<file path="config.mk">
export PLATFORM = sky130hd
export DESIGN_NAME = cam_update_ctrl
export DESIGN_NICKNAME = d
export VERILOG_FILES = /design/src/rtl/cam_update_ctrl.sv
export SDC_FILE = /design/constraint.sdc
export NUM_CORES = 1
export LEC_CHECK = 0
export ABC_AREA = 1
export CORE_MARGIN = 5
export CORE_UTILIZATION = 43
export DETAILED_ROUTE_END_ITERATION = 8
export PLACE_DENSITY = 0.87
export SLEW_MARGIN = 20
export SYNTH_ARGS = -nofsm -noshare
export SYNTH_HDL_FRONTEND = slang
export SYNTH_SLANG_ARGS = --single-unit
</file>
<file path="constraint.sdc">
create_clock -name clk -period 2.6 [get_ports clk]
set_input_delay 0.39 -clock clk [delete_from_list [all_inputs] [get_ports clk]]
set_output_delay 0.39 -clock clk [all_outputs]
set_load 0.01 [all_outputs]
</file>
<file path="src/rtl/cam_update_ctrl.sv">
// cam_update_ctrl: sequences insert/invalidate requests onto a CAM's single
// update port. Every operation probes the CAM first so a key is never stored
// twice. Insert misses go to the lowest free slot, or to a round-robin victim
// when the table is full.
//
// Handshake: a requester raises *_req with its key and holds both until it
// sees *_ack high. *_ack is a one-cycle pulse. The requester drops *_req on the
// clock edge where it samples *_ack. A *_req still high in the IDLE cycle after
// its ack is taken as a new request.
//
// Optional feature: define CAM_UPDATE_CTRL_FLUSH_EN to add flush_req/flush_ack
// and a FLUSH state that invalidates every slot, one per cycle.
//
// dbg_state exposes the FSM state: 0 IDLE, 1 PROBE, 2 COMMIT, 3 FLUSH.
module cam_update_ctrl #(
   parameter int NUM_ENTRIES = 8,
   parameter int KEY_WIDTH   = 32,
   parameter int INDEX_WIDTH = $clog2(NUM_ENTRIES)
) (
   input  logic                   clk,
   input  logic                   reset_n,
   input  logic                   insert_req,
   input  logic [KEY_WIDTH-1:0]   insert_key,
   output logic                   insert_ack,
   output logic [INDEX_WIDTH-1:0] insert_index,
   output logic                   insert_present,
   input  logic                   inval_req,
   input  logic [KEY_WIDTH-1:0]   inval_key,
   output logic                   inval_ack,
   output logic                   inval_hit,
   output logic [KEY_WIDTH-1:0]   cam_lookup_key,
   input  logic                   cam_lookup_hit,
   input  logic [INDEX_WIDTH-1:0] cam_lookup_index,
   output logic                   cam_update_en,
   output logic [KEY_WIDTH-1:0]   cam_update_key,
   output logic [INDEX_WIDTH-1:0] cam_update_index,
   output logic                   cam_update_valid,
   output logic                   busy,
`ifdef CAM_UPDATE_CTRL_FLUSH_EN
   input  logic                   flush_req,
   output logic                   flush_ack,
`endif
   output logic [1:0]             dbg_state
);

   typedef enum logic [1:0] {
      S_IDLE   = 2'd0,
      S_PROBE  = 2'd1,
      S_COMMIT = 2'd2
`ifdef CAM_UPDATE_CTRL_FLUSH_EN
      ,
      S_FLUSH  = 2'd3
`endif
   } state_t;

   localparam logic [INDEX_WIDTH-1:0] LAST_IDX = INDEX_WIDTH'(NUM_ENTRIES - 1);

   state_t                 r_state;
   state_t                 w_state_nxt;
   logic                   r_op_inval;   // 0 = insert, 1 = invalidate
   logic [KEY_WIDTH-1:0]   r_key;
   logic [INDEX_WIDTH-1:0] r_target;
   logic [NUM_ENTRIES-1:0] r_occ;
   logic [INDEX_WIDTH-1:0] r_victim;
   logic                   r_last_ins;   // last granted request was an insert
`ifdef CAM_UPDATE_CTRL_FLUSH_EN
   logic [INDEX_WIDTH-1:0] r_flush_idx;
   logic                   w_grant_flush;
`endif

   logic                   w_grant_ins;
   logic                   w_grant_inv;
   logic                   w_free_found;
   logic [INDEX_WIDTH-1:0] w_free_idx;
   logic [INDEX_WIDTH-1:0] w_target;

   // Lowest-index free slot. The downward scan leaves the lowest one last.
   always_comb begin
      w_free_found = 1'b0;
      w_free_idx   = '0;
      for (int i = NUM_ENTRIES - 1; i >= 0; i--) begin
         if (!r_occ[i]) begin
            w_free_found = 1'b1;
            w_free_idx   = INDEX_WIDTH'(i);
         end
      end
   end

   // Arbitration: a lone request wins; with both pending, the type not granted last wins.
   always_comb begin
      w_grant_ins = 1'b0;
      w_grant_inv = 1'b0;
      if (insert_req && inval_req) begin
         w_grant_ins = !r_last_ins;
         w_grant_inv = r_last_ins;
      end else begin
         w_grant_ins = insert_req;
         w_grant_inv = inval_req;
      end
`ifdef CAM_UPDATE_CTRL_FLUSH_EN
      w_grant_flush = flush_req;
      if (flush_req) begin
         w_grant_ins = 1'b0;
         w_grant_inv = 1'b0;
      end
`endif
   end

   // Write target chosen during PROBE.
   always_comb begin
      w_target = '0;
      if (r_op_inval)        w_target = cam_lookup_index;
      else if (w_free_found) w_target = w_free_idx;
      else                   w_target = r_victim;
   end

   // State register.
   always_ff @(posedge clk) begin
      if (!reset_n) r_state <= S_IDLE;
      else          r_state <= w_state_nxt;
   end

   // Next-state and output decode. All outputs are forced low while reset is
   // asserted, so an operation caught by reset never acks or writes the CAM.
   always_comb begin
      w_state_nxt      = r_state;
      insert_ack       = 1'b0;
      insert_index     = '0;
      insert_present   = 1'b0;
      inval_ack        = 1'b0;
      inval_hit        = 1'b0;
      cam_lookup_key   = '0;
      cam_update_en    = 1'b0;
      cam_update_key   = '0;
      cam_update_index = '0;
      cam_update_valid = 1'b0;
      busy             = (r_state != S_IDLE);
      dbg_state        = r_state;
`ifdef CAM_UPDATE_CTRL_FLUSH_EN
      flush_ack        = 1'b0;
`endif
      case (r_state)
         S_IDLE: begin
`ifdef CAM_UPDATE_CTRL_FLUSH_EN
            if (w_grant_flush) w_state_nxt = S_FLUSH;
            else
`endif
            if (w_grant_ins || w_grant_inv) w_state_nxt = S_PROBE;
         end
         S_PROBE: begin
            cam_lookup_key = r_key;
            if (!r_op_inval) begin
               if (cam_lookup_hit) begin
                  insert_ack     = 1'b1;
                  insert_present = 1'b1;
                  insert_index   = cam_lookup_index;
                  w_state_nxt    = S_IDLE;
               end else begin
                  w_state_nxt = S_COMMIT;
               end
            end else begin
               if (cam_lookup_hit) begin
                  w_state_nxt = S_COMMIT;
               end else begin
                  inval_ack   = 1'b1;
                  w_state_nxt = S_IDLE;
               end
            end
         end
         S_COMMIT: begin
            cam_update_en    = 1'b1;
            cam_update_key   = r_key;
            cam_update_index = r_target;
            cam_update_valid = !r_op_inval;
            if (!r_op_inval) begin
               insert_ack   = 1'b1;
               insert_index = r_target;
            end else begin
               inval_ack = 1'b1;
               inval_hit = 1'b1;
            end
            w_state_nxt = S_IDLE;
         end
`ifdef CAM_UPDATE_CTRL_FLUSH_EN
         S_FLUSH: begin
            cam_update_en    = 1'b1;
            cam_update_index = r_flush_idx;
            if (r_flush_idx == LAST_IDX) begin
               flush_ack   = 1'b1;
               w_state_nxt = S_IDLE;
            end
         end
`endif
         default: w_state_nxt = S_IDLE;
      endcase
      if (!reset_n) begin
         insert_ack       = 1'b0;
         insert_index     = '0;
         insert_present   = 1'b0;
         inval_ack        = 1'b0;
         inval_hit        = 1'b0;
         cam_lookup_key   = '0;
         cam_update_en    = 1'b0;
         cam_update_key   = '0;
         cam_update_index = '0;
         cam_update_valid = 1'b0;
         busy             = 1'b0;
         dbg_state        = S_IDLE;
`ifdef CAM_UPDATE_CTRL_FLUSH_EN
         flush_ack        = 1'b0;
`endif
      end
   end

   // Operation capture, occupancy tracking and victim pointer.
   always_ff @(posedge clk) begin
      if (!reset_n) begin
         r_op_inval <= 1'b0;
         r_key      <= '0;
         r_target   <= '0;
         r_occ      <= '0;
         r_victim   <= '0;
         r_last_ins <= 1'b1;
`ifdef CAM_UPDATE_CTRL_FLUSH_EN
         r_flush_idx <= '0;
`endif
      end else begin
         case (r_state)
            S_IDLE: begin
               if (w_grant_ins) begin
                  r_key      <= insert_key;
                  r_op_inval <= 1'b0;
                  r_last_ins <= 1'b1;
               end else if (w_grant_inv) begin
                  r_key      <= inval_key;
                  r_op_inval <= 1'b1;
                  r_last_ins <= 1'b0;
               end
`ifdef CAM_UPDATE_CTRL_FLUSH_EN
               r_flush_idx <= '0;
`endif
            end
            S_PROBE: r_target <= w_target;
            S_COMMIT: begin
               if (!r_op_inval) begin
                  r_occ[r_target] <= 1'b1;
                  // Only an overwrite of a live slot consumes the victim.
                  if (r_occ[r_target]) begin
                     if (r_victim == LAST_IDX) r_victim <= '0;
                     else                      r_victim <= r_victim + 1'b1;
                  end
               end else begin
                  r_occ[r_target] <= 1'b0;
               end
            end
`ifdef CAM_UPDATE_CTRL_FLUSH_EN
            S_FLUSH: begin
               if (r_flush_idx == LAST_IDX) begin
                  r_occ    <= '0;
                  r_victim <= '0;
               end else begin
                  r_flush_idx <= r_flush_idx + 1'b1;
               end
            end
`endif
            default: ;
         endcase
      end
   end

endmodule

</file>
# Word-level counts from Yosys, hierarchy flattened
# Cells that the tools add are included.
[word_totals] reg_bits=50 elab_cells=96 ram_bits=0 n_memories=0 latchBits=0 romBits=0
[op_classes] bitwise=4 reduce_logical=10 eq_ne=4 addsub=1 n_div=0 n_lt_le_gt_ge=2 muxes=68 n_shift=0 mul=0
[ops] op="32-bit two-way mux" n=6
[ops] op="3-bit two-way mux" n=17
[ops] op="1-bit two-way mux" n=33
[ops] op="2-bit two-way mux" n=5
[ops] op="8-bit AND" n=1
[ops] op="8-bit two-way mux" n=1
[ops] op="8-bit inverter" n=1
[ops] op="8-bit OR" n=1
[ops] op="3-bit case mux with 2 select lines" n=1
[ops] op="3-bit by 4-bit < comparator with 1-bit output, second input constant" n=1
[ops] op="1-bit case mux with 2 select lines" n=2
[ops] op="2-bit case mux with 2 select lines" n=1
[ops] op="2-bit nonzero test" n=2
[ops] op="3-bit by 1-bit adder with 3-bit output, second input constant" n=1
[ops] op="1-bit binary-select mux with 3-bit select" n=1
[ops] op="1-bit demux with 3-bit select" n=1
[ops] op="3-bit equality test, second input constant" n=1
[ops] op="3-bit by 1-bit greater-or-equal comparator with 1-bit output, second input constant" n=1
[ops] op="3-bit AND reduction" n=1
[ops] op="2-bit by 1-bit equality test with 1-bit output, second input constant" n=1
[ops] op="2-bit equality test, second input constant" n=1
[ops] op="1-bit logical AND" n=2
[ops] op="1-bit logical NOT" n=2
[ops] op="2-bit logical NOT" n=1
[ops] op="other kinds (4)" n=4

# Depth between registers and ports, before layout
# Gate-level depths: netlist (run 1).
[depth] ltp_word=10 mapped_depth=11 depth_no_buf=11

# Least setup slack after synthesis (run 1)
# No wires, ideal clock.
[synth_timing] path_kind="register -> output" from="reg r_state[1]" to="out cam_lookup_key[10]" n_path_buf=1 required_time_ps=2210 t_arrival_ps=1151 path_slack_ps=1059 path_stages_with_launch=6 path_cell_list="dfxtp_1 > inv_1 > ha_1 > nand2_1 > clkbuf_1 > nor2_1"
[synth_between] elab_chain_len=3
[synth_rtl] element="from (decl)" line="58" rtl="state_t r_state;"
[synth_rtl] element="from (signal assigned)" line="120" rtl="else r_state <= w_state_nxt;"
[synth_rtl] element="2-bit by 1-bit equality test with 1-bit output" line="142" rtl="case (r_state)"
[synth_rtl] element="32-bit two-way mux" line="142"
[synth_rtl] element="32-bit two-way mux" line="196" rtl="if (!reset_n) begin"
[synth_rtl] element="to (decl)" line="31" rtl="output logic [KEY_WIDTH-1:0] cam_lookup_key,"
# No other way between the ends.

# Worst setup path in the final report (run 1)
[layout_timing] from="reg r_op_inval" to="out insert_ack"
[layout_between] elab_chain_len=3
[layout_rtl] element="from (decl)" line="60" rtl="logic r_op_inval;"
[layout_rtl] element="from (signal assigned)" line="218" rtl="r_op_inval <= 1'b0;"
[layout_rtl] element="from (signal assigned)" line="232" rtl="r_op_inval <= 1'b0;"
[layout_rtl] element="from (signal assigned)" line="236" rtl="r_op_inval <= 1'b1;"
[layout_rtl] element="1-bit two-way mux, on equally long branches" line="175, 152"
[layout_rtl] element="1-bit case mux with 2 select lines (*)" line="142"
[layout_rtl] element="1-bit two-way mux (*)" line="196"
[layout_rtl] element="to (decl)" line="24" rtl="output logic insert_ack,"
# Mark *: on every way between the ends. The rest lies on a longest branch, timed or not.

==> results of run 1 <==
cell usage after synthesis (3+ instances only):
library cell and number:
o21ai_0 14, clkbuf_1 9, a21oi_1 19, dfxtp_1 50
nand3_1 9, inv_1 58, nor2_1 103, ha_1 7
buf_4 3, buf_2 4, o211ai_1 4, nand2_1 130
buf_6 7, a31oi_1 31
layout make-up:
type                            instances  area [um2]  share of cell area [%]
Timing Repair Buffer                  157        1580                    35.2
Multi-Input combinational cell        327        1490                    33.2
Sequential cell                        50        1000                    22.3
Inverter                               61         233                    5.18
Tap cell                               77        96.3                    2.15
Clock buffer                            5        68.8                    1.53
Clock inverter                          3        21.3                   0.474
worst min-delay path, stage by stage (launching register included):
cell,delay (ps)
dfxtp_1,320
nand2_1,60
a31oi_1,60
cells by family (layout without fill, tap and decap cells):
family                   Yosys count  count (layout)  share of synthesized area, %
adder cells (fa/ha/maj)            7               7                          3.05
flip-flops                        50              50                          34.9
AND/OR/NAND/NOR                  247             247                          33.6
AO/OA/AOI/OAI                     73              73                          15.1
buffers and inverters             84             226                          13.4
power by group:
part           leakage, uW  internal [uW]  switching [uW]
combinational      0.00123            246             294
sequential        0.000410            836            52.8
clock            0.0000441            190             274
repair_timing:
action,in CTS,in global routing
resized for setup,0,3
buffers inserted,0,0
endpoints found under the setup margin,0,34
path summary, 6_finish.rpt:
kind         slack (ps)               startpoint                endpoint
min reg2reg         480   r_key[29]$_SDFFE_PN0P_  r_key[29]$_SDFFE_PN0P_
max                 110  r_op_inval$_SDFFE_PN0P_              insert_ack
max reg2reg         810  r_state[0]$_SDFFE_PN0P_  r_key[16]$_SDFFE_PN0P_
min                 480   r_key[29]$_SDFFE_PN0P_  r_key[29]$_SDFFE_PN0P_
metal layers:
layer  vias up  share of wire, %  track usage [%]
li1       1715                 -                -
met1      1590                40             26.2
met2       133                51             41.6
met3        22               7.1             7.28
met4         0               2.7             6.93
met5         -                 0                0
per-stage QoR:
stage | hold slack [ps] | util (%) | TNS (ps)
after floorplan | 453 | - | 0
after global placement | 465 | 68.4 | 0
after detailed placement | 468 | 68.4 | 0
after CTS | 482 | 69.8 | 0
after global routing | 504 | 69.9 | -8.41
final | 482 | 69.9 | 0
==> impl_metrics.yaml, run 1 <==
placement:
  gp_congestion: 0.917
  io_buffers: 150
  post-place-ws_ps: 187
  placedCellCount: 672
  dpl_cell_area_mm2: 0.00439
  dp_hpwl_um: 7640
setup_path:
  cp_top_family: "buffers and inverters"
  crit_required_ps: 2210
  worst-path-buf-inv: 2
  critical_path_class: "flip-flop to output port"
  cp.arrival_ps: 2100
  crit_path_top_delay_cell: "dfxtp_1"
  slowest_delay_ps: 590
  start_kind: "flip-flop"
  reg2reg_depth: 6
  crit_fanout: 10
  path_cells: "clkinvlp_4 > ha_1 > nand2_1 > a21oi_1 > clkdlybuf4s50_1"
  cp-end-kind: "output port"
  worst-path-stages: 5
finish:
  syn_to_final_growth_pct: 56.4
  final_area_mm2: 0.00449
  insertedDiodeCount: 0
  mostFrequentLayoutCells: "clkdlybuf4s50_1, nand2_1, nor2_1, inv_1, dfxtp_1"
  fin_nets: 681
  drive_gt1_share_pct: 4.15
  fin_cells: 680
  nFillCells: 524
  layout_commonest_cell: "clkdlybuf4s50_1"
power_and_ir_drop:
  vdd_drop_max_uv: 228
  p_leak_uw: 0.00169
  pwr_density_cell_mw_per_mm2: 422
  power_uw: 1890
global_route:
  grt_pass1_vias: 3453
  grt_max_degree: 35
  gr-total-overflow: 0
  antenna_found_initial: 0
  grt.total_usage_pct: 23.1
  grt_pass1_wl_um: 16000
cts:
  cts_tree: "done"
  cts_made_buffers: 5
  cts-htree-levels: 2
  cts_hold_buffers: 0
  clock_path_buffers: 2
  cts-root-buf: "clkbuf_8"
  clock_latency_ps: 310
  cts.clk_slew.worst_paths_ps: 90
  cts.sinks: 50
timing:
  worst-slew-pin-transition_ps: 559
  finalSetupViolations: 0
  fin_skew_ps: 9.49
  min_period_ps: 2490
  maxSlewViolCount: 0
  setup_slack_ps: 107
  fin_crit_sh_pct: 95.9
  hold_violations: 0
  max_clock_freq_mhz: 401
  relSlewSlack_pct: 62.6
synthesis:
  synth-edff-count: 0
  async_reset_ff_share_pct: 0
  synth_area_per_cell_um2: 6.23
  ys_seq_area_share_pct: 34.9
  synth_nets: 540
  synthTopCellsByArea: "dfxtp_1, nand2_1, nor2_1"
  syn_area_mm2: 0.00287
  syn_inst: 461
  ys_ff_latch: 50
  synth_ff_type: "dfxtp_1"
  synth_top_area_share_pct: 34.9
  yosysWarningCount: 0
  ys_types: 25
  yosysTopAreaCell: "dfxtp_1"
floorplan:
  fp.dieW_um: 91.7
  start_util_pct: 44.7
  die_h_um: 91.7
  num_rows: 29
  pin_count: 151
  coreArea_mm2: 0.00642
  die-area_mm2: 0.00841
routing:
  via_count: 3460
  drt_iter0_drc: 123
  ant_nets: 0
  dr.pass1.iters: 4
  totalWireLength_um: 9910
  route.detailed.drc: 0
  wl_per_cell_um: 14.6
  viasPerCell: 5.09
hold_path:
  holdPathStages: 2
  holdCritPathClass: "flip-flop to flip-flop"
job:
  cap_violations: 0
status:
  status: "finished clean"
No activity file was read; power rests on OpenSTA's default activity.
==> run 2: changes to the inputs <==
--- a/config.mk
+++ b/config.mk
@@ -6,6 +6,7 @@
 export NUM_CORES = 1
 export LEC_CHECK = 0
 export ABC_AREA = 1
+export ABC_CLOCK_PERIOD_IN_PS = 2600
 export CORE_MARGIN = 5
 export CORE_UTILIZATION = 43
 export DETAILED_ROUTE_END_ITERATION = 8
==> results of run 2 <==
Final layout, timing and power as in run 1 (identical DEF).
==> run 3: changes to the inputs <==
--- a/config.mk
+++ b/config.mk
@@ -11,6 +11,7 @@
 export CORE_UTILIZATION = 43
 export DETAILED_ROUTE_END_ITERATION = 8
 export PLACE_DENSITY = 0.87
+export SKIP_LAST_GASP = 1
 export SLEW_MARGIN = 20
 export SYNTH_ARGS = -nofsm -noshare
 export SYNTH_HDL_FRONTEND = slang
==> results of run 3 <==
Final layout, timing and power as in run 1 (identical DEF).
